File: src/rtl/digital_fll_controller_if.sv
// Control/status bundle between the FLL controller and its surroundings.
// slave = controller side, master = system/testbench side.
interface digital_fll_controller_if #(
  parameter int unsigned TRIM_W = 26,
  parameter int unsigned DIV_W  = 5,
  parameter int unsigned CNT_W  = 8
);
  logic              enable;
  logic              osc;
  logic [DIV_W-1:0]  div;
  logic              dco_mode;
  logic [TRIM_W-1:0] ext_trim;
  logic [TRIM_W-1:0] trim;
  logic              locked;
  logic              meas_valid;
  logic [CNT_W-1:0]  meas_count;

  modport master (
    output enable, osc, div, dco_mode, ext_trim,
    input  trim, locked, meas_valid, meas_count
  );

  modport slave (
    input  enable, osc, div, dco_mode, ext_trim,
    output trim, locked, meas_valid, meas_count
  );
endinterface

File: src/rtl/digital_fll_controller.sv
// Frequency-locked-loop controller: counts DCO cycles per reference period and
// steps a thermometer trim code toward the target ratio, with lock detection.
module digital_fll_controller #(
  parameter int unsigned TRIM_W    = 26,
  parameter int unsigned DIV_W     = 5,
  parameter int unsigned CNT_W     = 8,
  parameter int unsigned TOL       = 1,
  parameter int unsigned LOCK_N    = 4,
  parameter int unsigned INIT_CODE = 13
) (
  input logic                      clock,
  input logic                      reset,
  digital_fll_controller_if.slave  bus
);

  localparam int unsigned CODE_W = $clog2(TRIM_W + 1);
  localparam int unsigned STRK_W = $clog2(LOCK_N + 1);

  localparam logic [CODE_W-1:0] CODE_MAX  = CODE_W'(TRIM_W);
  localparam logic [CODE_W-1:0] CODE_INIT = CODE_W'(INIT_CODE);
  localparam logic [STRK_W-1:0] STRK_MAX  = STRK_W'(LOCK_N);
  localparam logic [CNT_W-1:0]  CNT_MAX   = '1;
  localparam logic [CNT_W-1:0]  CNT_ONE   = CNT_W'(1);
  localparam logic [CNT_W:0]    TOL_EXT   = (CNT_W + 1)'(TOL);

  localparam logic [1:0] StIdle  = 2'd0;
  localparam logic [1:0] StArm   = 2'd1;
  localparam logic [1:0] StTrack = 2'd2;

  logic [1:0]        state_q, state_d;
  logic              s1_q, s2_q, s3_q;
  logic [CNT_W-1:0]  cnt_q, cnt_d;
  logic [CODE_W-1:0] code_q, code_d;
  logic [STRK_W-1:0] streak_q, streak_d;
  logic              locked_q, locked_d;
  logic              meas_valid_q, meas_valid_d;
  logic [CNT_W-1:0]  meas_count_q, meas_count_d;
  logic [DIV_W-1:0]  div_q;

  logic              osc_edge;
  logic              div_chg;
  logic [CNT_W:0]    div_ext, win_lo, win_hi, m_ext;
  logic [TRIM_W-1:0] therm;

  assign osc_edge = s2_q & ~s3_q;
  assign div_chg  = (bus.div != div_q);

  // Window is computed one bit wider than the counter so div+TOL cannot wrap.
  assign div_ext = (CNT_W + 1)'(bus.div);
  assign win_lo  = (div_ext > TOL_EXT) ? (div_ext - TOL_EXT) : '0;
  assign win_hi  = div_ext + TOL_EXT;
  assign m_ext   = {1'b0, cnt_q};

  always_comb begin
    therm = '0;
    for (int i = 0; i < int'(TRIM_W); i++) begin
      therm[i] = (i < int'(code_q));
    end
  end

  assign bus.trim       = bus.dco_mode ? bus.ext_trim : therm;
  assign bus.locked     = locked_q;
  assign bus.meas_valid = meas_valid_q;
  assign bus.meas_count = meas_count_q;

  always_comb begin
    state_d      = state_q;
    cnt_d        = cnt_q;
    code_d       = code_q;
    streak_d     = streak_q;
    locked_d     = locked_q;
    meas_valid_d = 1'b0;
    meas_count_d = meas_count_q;

    if (!bus.enable || bus.dco_mode) begin
      state_d  = StIdle;
      cnt_d    = '0;
      streak_d = '0;
      locked_d = 1'b0;
      if (!bus.enable) code_d = CODE_INIT;
    end else begin
      case (state_q)
        StIdle: begin
          state_d = StArm;
          cnt_d   = '0;
        end
        StArm: begin
          // First edge only aligns the counter to the reference period.
          if (osc_edge && !div_chg) begin
            state_d = StTrack;
            cnt_d   = CNT_ONE;
          end
        end
        StTrack: begin
          if (div_chg) begin
            state_d  = StArm;
            cnt_d    = '0;
            streak_d = '0;
            locked_d = 1'b0;
          end else if (osc_edge) begin
            meas_valid_d = 1'b1;
            meas_count_d = cnt_q;
            cnt_d        = CNT_ONE;
            if (bus.div == '0) begin
              streak_d = '0;
              locked_d = 1'b0;
            end else if (m_ext > win_hi) begin
              if (code_q != CODE_MAX) code_d = code_q + CODE_W'(1);
              streak_d = '0;
              locked_d = 1'b0;
            end else if (m_ext < win_lo) begin
              if (code_q != '0) code_d = code_q - CODE_W'(1);
              streak_d = '0;
              locked_d = 1'b0;
            end else begin
              streak_d = (streak_q == STRK_MAX) ? streak_q : streak_q + STRK_W'(1);
              locked_d = (streak_d == STRK_MAX);
            end
            if (cnt_q == CNT_MAX) begin
              streak_d = '0;
              locked_d = 1'b0;
            end
          end else begin
            if (cnt_q != CNT_MAX) cnt_d = cnt_q + CNT_ONE;
            // A stalled reference must not leave a stale lock indication.
            if (cnt_d == CNT_MAX) begin
              streak_d = '0;
              locked_d = 1'b0;
            end
          end
        end
        default: begin
          state_d = StIdle;
          cnt_d   = '0;
        end
      endcase
    end
  end

  always_ff @(posedge clock) begin
    if (reset) begin
      state_q      <= StIdle;
      s1_q         <= 1'b0;
      s2_q         <= 1'b0;
      s3_q         <= 1'b0;
      cnt_q        <= '0;
      code_q       <= CODE_INIT;
      streak_q     <= '0;
      locked_q     <= 1'b0;
      meas_valid_q <= 1'b0;
      meas_count_q <= '0;
    end else begin
      state_q      <= state_d;
      s1_q         <= bus.osc;
      s2_q         <= s1_q;
      s3_q         <= s2_q;
      cnt_q        <= cnt_d;
      code_q       <= code_d;
      streak_q     <= streak_d;
      locked_q     <= locked_d;
      meas_valid_q <= meas_valid_d;
      meas_count_q <= meas_count_d;
    end
  end

  always_ff @(posedge clock) begin
    div_q <= bus.div;
  end

endmodule

File: src/flat_wrapper.sv
// flat-port wrapper written by rule: the top's interface ports become plain ports
module digital_fll_controller_flat 
#(
  parameter int unsigned TRIM_W    = 26,
  parameter int unsigned DIV_W     = 5,
  parameter int unsigned CNT_W     = 8,
  parameter int unsigned TOL       = 1,
  parameter int unsigned LOCK_N    = 4,
  parameter int unsigned INIT_CODE = 13
)
  (clock, reset, bus_enable, bus_osc, bus_div, bus_dco_mode, bus_ext_trim, bus_trim, bus_locked, bus_meas_valid, bus_meas_count);
  digital_fll_controller_if #(.TRIM_W(TRIM_W), .DIV_W(DIV_W), .CNT_W(CNT_W)) bus_i ();
  input logic clock;
  input logic reset;
  input wire logic [$bits(bus_i.enable)-1:0] bus_enable;
  input wire logic [$bits(bus_i.osc)-1:0] bus_osc;
  input wire logic [$bits(bus_i.div)-1:0] bus_div;
  input wire logic [$bits(bus_i.dco_mode)-1:0] bus_dco_mode;
  input wire logic [$bits(bus_i.ext_trim)-1:0] bus_ext_trim;
  output wire logic [$bits(bus_i.trim)-1:0] bus_trim;
  output wire logic [$bits(bus_i.locked)-1:0] bus_locked;
  output wire logic [$bits(bus_i.meas_valid)-1:0] bus_meas_valid;
  output wire logic [$bits(bus_i.meas_count)-1:0] bus_meas_count;
  assign bus_i.enable = bus_enable;
  assign bus_i.osc = bus_osc;
  assign bus_i.div = bus_div;
  assign bus_i.dco_mode = bus_dco_mode;
  assign bus_i.ext_trim = bus_ext_trim;
  assign bus_trim = bus_i.trim;
  assign bus_locked = bus_i.locked;
  assign bus_meas_valid = bus_i.meas_valid;
  assign bus_meas_count = bus_i.meas_count;
  digital_fll_controller #(.TRIM_W(TRIM_W), .DIV_W(DIV_W), .CNT_W(CNT_W), .TOL(TOL), .LOCK_N(LOCK_N), .INIT_CODE(INIT_CODE)) u_core (.clock(clock), .reset(reset), .bus(bus_i));
endmodule
File: config.mk
export PLATFORM = sky130hd
export DESIGN_NAME = digital_fll_controller_flat
export DESIGN_NICKNAME = d
export VERILOG_FILES = /design/src/rtl/digital_fll_controller_if.sv /design/src/rtl/digital_fll_controller.sv /design/src/flat_wrapper.sv
export SDC_FILE = /design/constraint.sdc
export NUM_CORES = 1
export LEC_CHECK = 0
export CAP_MARGIN = 20
export CORE_ASPECT_RATIO = 1.4
export CORE_MARGIN = 1.5
export CORE_UTILIZATION = 54
export DETAILED_ROUTE_END_ITERATION = 7
export PLACE_DENSITY = 0.86
export SETUP_SLACK_MARGIN = 0.4
export SLEW_MARGIN = 20
export SYNTH_ARGS = -nofsm -noshare
export SYNTH_HDL_FRONTEND = slang
export SYNTH_SLANG_ARGS = --single-unit
File: constraint.sdc
create_clock -name clock -period 5 [get_ports clock]
set_clock_uncertainty 0.2 [all_clocks]
set_input_delay 1 -clock clock [delete_from_list [all_inputs] [get_ports clock]]
set_output_delay 1 -clock clock [all_outputs]
set_load 0.1 [all_outputs]
# --- Yosys cells after proc, flatten, opt, wreduce, memory -nomap -nowiden ---
# Index checks and enable logic that the tools add are counted.
word_totals:
  register_bits: 36
  input_bits: 36
  elab_cells: 124
op_classes:
  n_addsub: 6
  order_cmp: 29
  n_eq_ne: 15
  mux: 40
  bitwise: 5
  n_reduce_logical: 18
ops:
  columns: ["cell", "count"]
  rows:
  - ["8-bit two-way mux", 8]
  - ["5-bit < comparator (first input constant)", 10]
  - ["5-bit two-way mux", 10]
  - ["4-bit by 5-bit < comparator with 1-bit output (first input constant)", 8]
  - ["26-bit two-way mux", 1]
  - ["3-bit two-way mux", 8]
  - ["3-bit by 5-bit < comparator with 1-bit output (first input constant)", 4]
  - ["8-bit == test (second input constant)", 2]
  - ["8-bit case mux with 2 select lines", 1]
  - ["1-bit by 5-bit < comparator with 1-bit output (first input constant)", 2]
  - ["2-bit by 5-bit < comparator with 1-bit output (first input constant)", 2]
  - ["8-bit by 9-bit greater-than comparator with 1-bit output", 1]
  - ["8-bit by 9-bit < comparator with 1-bit output", 1]
  - ["9-bit two-way mux", 1]
  - ["3-bit nonzero test", 3]
  - ["8-bit by 1-bit adder with 8-bit output (second input constant)", 1]
  - ["1-bit two-way mux", 8]
  - ["8-bit != test (second input constant)", 1]
  - ["8-bit AND reduction", 1]
  - ["5-bit by 1-bit adder with 6-bit output (second input constant)", 1]
  - ["3-bit == test (second input constant)", 2]
  - ["2-bit by 1-bit != test with 1-bit output (second input constant)", 3]
  - ["2-bit case mux with 3 select lines", 1]
  - ["5-bit by 1-bit subtractor with 6-bit output (second input constant)", 1]
  - ["24 further kinds", 32]

# --- Longest topological paths before layout ---
logic_depth:
  depth_word: 10
  mapped_depth: 13
  ltp_nobuf: 13

# --- Worst setup path after synthesis ---
# Ideal clock, no wire load.
synth_timing:
  path_type: "input -> output"
  startpoint: "input bus_dco_mode"
  endpoint: "output bus_trim[24]"
  arrival_ns: 3.658
  required_time_ns: 3.800
  path_slack_ns: 0.142
  stages: 3
  n_path_buf: 2
  path_cell_list: "clkbuf_1 -> clkbuf_1 -> o31ai_1"
synth_between:
  elab_chain_cells: 1
synth_rtl:
  columns: ["element", "line_no", "rtl"]
  rows:
  - ["start: declaration", "flat_wrapper.sv:18", "input wire logic [$bits(bus_i.dco_mode)-1:0] bus_dco_mode;"]
  - ["26-bit two-way mux", "digital_fll_controller.sv:61", "assign bus.trim = bus.dco_mode ? bus.ext_trim : therm;"]
  - ["end: declaration", "flat_wrapper.sv:20", "output wire logic [$bits(bus_i.trim)-1:0] bus_trim;"]
# No other way between the ends.

# --- Final worst setup path ---
layout_timing:
  startpoint: "input bus_div[1]"
  endpoint: "register u_core.streak_q[2]"
layout_between:
  elab_chain_cells: 9
layout_rtl:
  columns: ["element", "line_no", "rtl"]
  rows:
  - ["start: declaration", "flat_wrapper.sv:17", "input wire logic [$bits(bus_i.div)-1:0] bus_div;"]
  - ["5-bit by 1-bit subtractor with 6-bit output / 5-bit by 1-bit greater-than comparator with 1-bit output (equally long branches)", "digital_fll_controller.sv:50", "assign win_lo = (div_ext > TOL_EXT) ? (div_ext - TOL_EXT) : '0;"]
  - ["9-bit two-way mux", "digital_fll_controller.sv:50", null]
  - ["8-bit by 9-bit < comparator with 1-bit output", "digital_fll_controller.sv:111", "end else if (m_ext < win_lo) begin"]
  - ["3-bit two-way mux", "digital_fll_controller.sv:111", null]
  - ["3-bit two-way mux", "digital_fll_controller.sv:107", "end else if (m_ext > win_hi) begin"]
  - ["3-bit two-way mux", "digital_fll_controller.sv:104", "if (bus.div == '0) begin"]
  - ["3-bit two-way mux", "digital_fll_controller.sv:119", "if (cnt_q == CNT_MAX) begin"]
  - ["3-bit two-way mux", "digital_fll_controller.sv:100", "end else if (osc_edge) begin"]
  - ["3-bit two-way mux", "digital_fll_controller.sv:95", "if (div_chg) begin"]
  - ["end signal: assignment", "digital_fll_controller.sv:159", "streak_q <= streak_d;"]
  - ["end: declaration", "digital_fll_controller.sv:34", "logic [STRK_W-1:0] streak_q, streak_d;"]
# Parallel ways exist; a longest one is shown, timed or not.
# A chain may end at the register's enable or synchronous reset.

==> qor.json <==
{
  "outcome": {
    "run_status": "complete, no violations"
  },
  "logic_synthesis": {
    "synth-async-reset-ratio_pct": 0,
    "synth-seq-area-share_pct": 25.0,
    "mappedNetlistArea_sq_um": 2880,
    "count_of_flip_flops_with_a_built_in_enable_after_synthesis": 0,
    "register_bit_count_reported_by_yosys": 36,
    "synth_cells": 379,
    "synth_flop_cell": "sky130_fd_sc_hd__dfxtp_1",
    "synth_nets": 443,
    "ys_warn_count": 0,
    "avgSynthCellArea_sq_um": 7.59,
    "post_synth_num_cell_types": 54
  },
  "worst_setup_path": {
    "cp-start-kind": "input pin",
    "cp_slowest_stage_delay_ns": 0.62,
    "worstSetupPathType": "input pin to flip-flop",
    "ff2ff_setup_slack_ns": 1.91,
    "cp_max_fo": 7,
    "critical_register_to_register_path_startpoint": "u_core.cnt_q[0]$_SDFFE_PP0P_",
    "slowest_stage": "sky130_fd_sc_hd__clkdlybuf4s50_1",
    "critPathRequiredTime_ns": 5.03,
    "crit_arrival_ns": 4.28,
    "regToRegEndpoint": "u_core.streak_q[2]$_SDFFE_PP0P_",
    "path_cells": "clkdlybuf4s50_1, inv_1, ha_1, o21ai_0, nand2_1, ha_1, o21ai_0, a2111oi_1, a21oi_1, nor2_1, nand3_1, or4_4, a21oi_2",
    "critical_path.endpoint_type": "flip-flop",
    "timing.reg2reg.worst_path_depth": 8
  },
  "clock_tree": {
    "cts_max_level": 2,
    "cts_resized": 0,
    "clk_pin_slew_ns": 0.08,
    "clock-sinks": 36,
    "cts_setup_buffers": 0,
    "cts-root-to-sink-buffers": 2,
    "cts.root.buffer_cell": "sky130_fd_sc_hd__clkbuf_8",
    "clk-insertion-delay-late_ns": 0.30,
    "cts_inserted_buffers": 5,
    "ctsHoldBuffers": 0,
    "clock_tree_from_tritoncts": "yes"
  },
  "routing": {
    "post-route-drc-count": 0,
    "drtPass1Iterations": 5,
    "antenna_left": 0,
    "routed_wire_length_per_instance_um": 15.8,
    "detail_route.iter0.violations": 296,
    "routed_via_density": 5.99,
    "wirelength_um": 7980,
    "detailroute.via_count": 3023
  },
  "sta": {
    "max_clock_freq_ghz": 0.235,
    "finalHoldWorstSlack_ns": 0.245,
    "postLayoutSetupSlackWorst_ns": 0.752,
    "finalCritPeriodShare_pct": 85.0,
    "grt_setup_unrepaired": "false",
    "setup_viol_count_final": 0,
    "relative_slew_margins_pct": 34.5,
    "hold_viol_final": 0,
    "setup_tns_ns": 0,
    "report.final.slew_viol_count": 0,
    "worstMarginPinSlew_ns": 0.979,
    "post-route-min-period_ns": 4.25
  },
  "hold_path": {
    "timing.hold.worst_path_depth": 1,
    "hold_start": "u_core.s1_q$_SDFF_PP0_",
    "worstHoldPathType": "flip-flop to flip-flop",
    "whs_endpoint": "u_core.s2_q$_SDFF_PP0_"
  },
  "final_layout": {
    "drive_gt1_share_pct": 10.9,
    "nFillCells": 378,
    "instances_no_fill": 505,
    "antenna-diode-count": 0,
    "fin_nets": 502,
    "layout-area-overhead-vs-synth_pct": 37.1,
    "fin_util_pct": 76.5,
    "non_filler_cell_area_final_sq_um": 3950
  },
  "power_and_ir_drop": {
    "pwr-share-clk_pct": 29.5,
    "p_sw_mw": 0.263,
    "finalPower_mw": 0.743,
    "static-leakage-power_nw": 1.56,
    "cellInternalPower_mw": 0.480,
    "power.share.sequential_pct": 39.3,
    "power_switching_share_pct": 35.4,
    "power_density_nw_per_um2": 188,
    "vdd_ir_drop_max_uv": 143,
    "power_frac_comb_pct": 31.3
  },
  "global_route": {
    "antenna_found_initial": 0,
    "grt-busiest-layer": "met2",
    "grt.met1_usage_pct": 30.6,
    "globalRoute.totalOverflow": 0,
    "first_global_vias": 2840,
    "met3_usage_pct": 5.54,
    "grt_first_pass_wirelength_um": 13100,
    "grt_max_degree": 23,
    "global_routing_met2_resource_utilization_pct": 53.0,
    "track_usage_pct": 28.4
  },
  "placement": {
    "placement.io_buffers": 71,
    "dpl_cell_area_sq_um": 3850,
    "place.detailed.instances": 497,
    "gp_congestion": 0.875,
    "hpwlAfterDp_um": 5900,
    "preCtsSetupSlack_ns": 0.406
  },
  "die": {
    "die_x_um": 64.7,
    "io_pins": 72,
    "die_area_sq_um": 5780,
    "initial_utilization_pct": 55.8,
    "vertical_die_dimension_um": 89.4,
    "design.core.area_sq_um": 5160,
    "std_cell_rows": 31
  },
  "job": {
    "cap_violations": 0
  }
}
-- routing by layer --
metal  up-vias  routed length (um)
met4         0                 224
met5         -                   0
met1      1387                3030
met2       146                4140
li1       1462                   -
met3        28                 583
-- cells in the mapped netlist, drive strengths merged (3+ instances only) --
library cell | count | area [sq um]
nand2b | 6 | 37.5
a2111oi | 3 | 26.3
nor3 | 13 | 65.1
dfxtp | 36 | 721
nand2 | 47 | 179
xor2 | 5 | 43.8
a211oi | 6 | 45.0
o211ai | 3 | 22.5
nor2b | 12 | 75.1
a21o | 5 | 37.5
mux2i | 12 | 120
o21ai | 26 | 134
and3 | 4 | 25.0
o31ai | 4 | 30.0
a21oi | 33 | 169
xnor2 | 13 | 114
buf | 10 | 62.6
or3 | 4 | 25.0
and4 | 3 | 28.8
inv | 18 | 67.6
ha | 28 | 350
nand3 | 15 | 75.1
nor2 | 28 | 105
clkbuf | 13 | 48.8
a31oi | 4 | 25.0
-- worst max-delay path: cells and delay by family --
family	cells	cell delay [ns]
adders and majority gates	2	0.57
and+or+nand+nor	4	0.89
AOI/OAI and AO/OA	5	1.05
buffers and inverters	2	0.77
-- cells in the final DEF, fill, tap and decap left out, types with 2 or more instances in the layout --
| cell type | count |
|---|---|
| sky130_fd_sc_hd__buf_12 | 26 |
| sky130_fd_sc_hd__nand4_1 | 2 |
| sky130_fd_sc_hd__clkbuf_8 | 5 |
| sky130_fd_sc_hd__xor2_1 | 5 |
| sky130_fd_sc_hd__ha_1 | 28 |
| sky130_fd_sc_hd__a2111oi_0 | 2 |
| sky130_fd_sc_hd__xnor2_1 | 13 |
| sky130_fd_sc_hd__a21oi_1 | 32 |
| sky130_fd_sc_hd__clkdlybuf4s50_1 | 44 |
| sky130_fd_sc_hd__and2_1 | 2 |
| sky130_fd_sc_hd__o22ai_1 | 2 |
| sky130_fd_sc_hd__a211oi_1 | 6 |
| sky130_fd_sc_hd__nand2b_1 | 6 |
| sky130_fd_sc_hd__and3_1 | 4 |
| sky130_fd_sc_hd__o21ai_1 | 10 |
| sky130_fd_sc_hd__o31ai_1 | 4 |
| sky130_fd_sc_hd__mux2i_1 | 12 |
| sky130_fd_sc_hd__or3_1 | 4 |
| sky130_fd_sc_hd__dfxtp_1 | 36 |
| sky130_fd_sc_hd__nand3_1 | 15 |
| sky130_fd_sc_hd__mux2_2 | 2 |
| sky130_fd_sc_hd__inv_1 | 18 |
| sky130_fd_sc_hd__nor3_1 | 13 |
| sky130_fd_sc_hd__and4_1 | 2 |
| sky130_fd_sc_hd__nand3b_1 | 2 |
| sky130_fd_sc_hd__nor2_1 | 28 |
| sky130_fd_sc_hd__a21o_1 | 5 |
| sky130_fd_sc_hd__o211ai_1 | 3 |
| sky130_fd_sc_hd__nor2b_1 | 12 |
| sky130_fd_sc_hd__o21ai_0 | 15 |
| sky130_fd_sc_hd__nand2_1 | 46 |
| sky130_fd_sc_hd__clkinvlp_4 | 2 |
| sky130_fd_sc_hd__and4b_1 | 2 |
| sky130_fd_sc_hd__buf_4 | 4 |
| sky130_fd_sc_hd__a31oi_1 | 4 |
-- kinds of logic (layout without fill, tap and decap cells) --
| group | after synthesis | count (layout) | synth area share (%) |
|---|---|---|---|
| compound gates | 96 | 96 | 20.5 |
| xor+xnor | 18 | 18 | 5.48 |
| fa+ha+maj | 28 | 28 | 12.2 |
| buf+inv | 41 | 101 | 6.22 |
| flops | 36 | 36 | 25.0 |
| mux | 14 | 14 | 4.96 |
| simple gates | 146 | 146 | 25.7 |
-- worst max path at each step --
stage | from | endpoint | slack, ns | cells past startpoint
floorplan | bus_dco_mode | bus_trim[24] | 0.14 | 3
global placement | bus_div[0] | u_core.streak_q[2]$_SDFFE_PP0P_ | 0.51 | 14
detailed placement | bus_div[0] | u_core.streak_q[2]$_SDFFE_PP0P_ | 0.41 | 14
CTS | bus_div[0] | u_core.streak_q[2]$_SDFFE_PP0P_ | 0.66 | 13
global route | bus_div[1] | u_core.streak_q[2]$_SDFFE_PP0P_ | 0.41 | 13
finish | bus_div[1] | u_core.streak_q[2]$_SDFFE_PP0P_ | 0.75 | 13
-- area by class of cell --
| cell class | count | area, sq um | area share (%) |
|---|---|---|---|
| timing repair buffer | 75 | 1000 | 25.4 |
| tap | 66 | 82.6 | 2.09 |
| clock buffer | 5 | 68.8 | 1.74 |
| sequential | 36 | 721 | 18.3 |
| inverter | 18 | 67.6 | 1.71 |
| clock inverter | 3 | 23.8 | 0.602 |
| multi-input combinational | 302 | 1980 | 50.2 |
-- sequential cells by signal, indices dropped and copies added (netlist names) --
register	count
u_core.streak_q	3
u_core.cnt_q	8
u_core.bus.meas_count	8
u_core.div_q	5
u_core.s2_q	1
u_core.s1_q	1
u_core.code_q	5
u_core.bus.locked	1
u_core.bus.meas_valid	1
u_core.state_q	2
u_core.s3_q	1
-- power by group through the flow --
stage,Sequential (mW),Clock (mW),Combinational (mW)
floorplan,0.298,0,0.135
global placement,0.298,0,0.227
detailed placement,0.299,0,0.231
CTS,0.292,0.220,0.233
global route,0.292,0.232,0.245
finish,0.292,0.219,0.232
No activity file was read; power rests on OpenSTA's default activity.
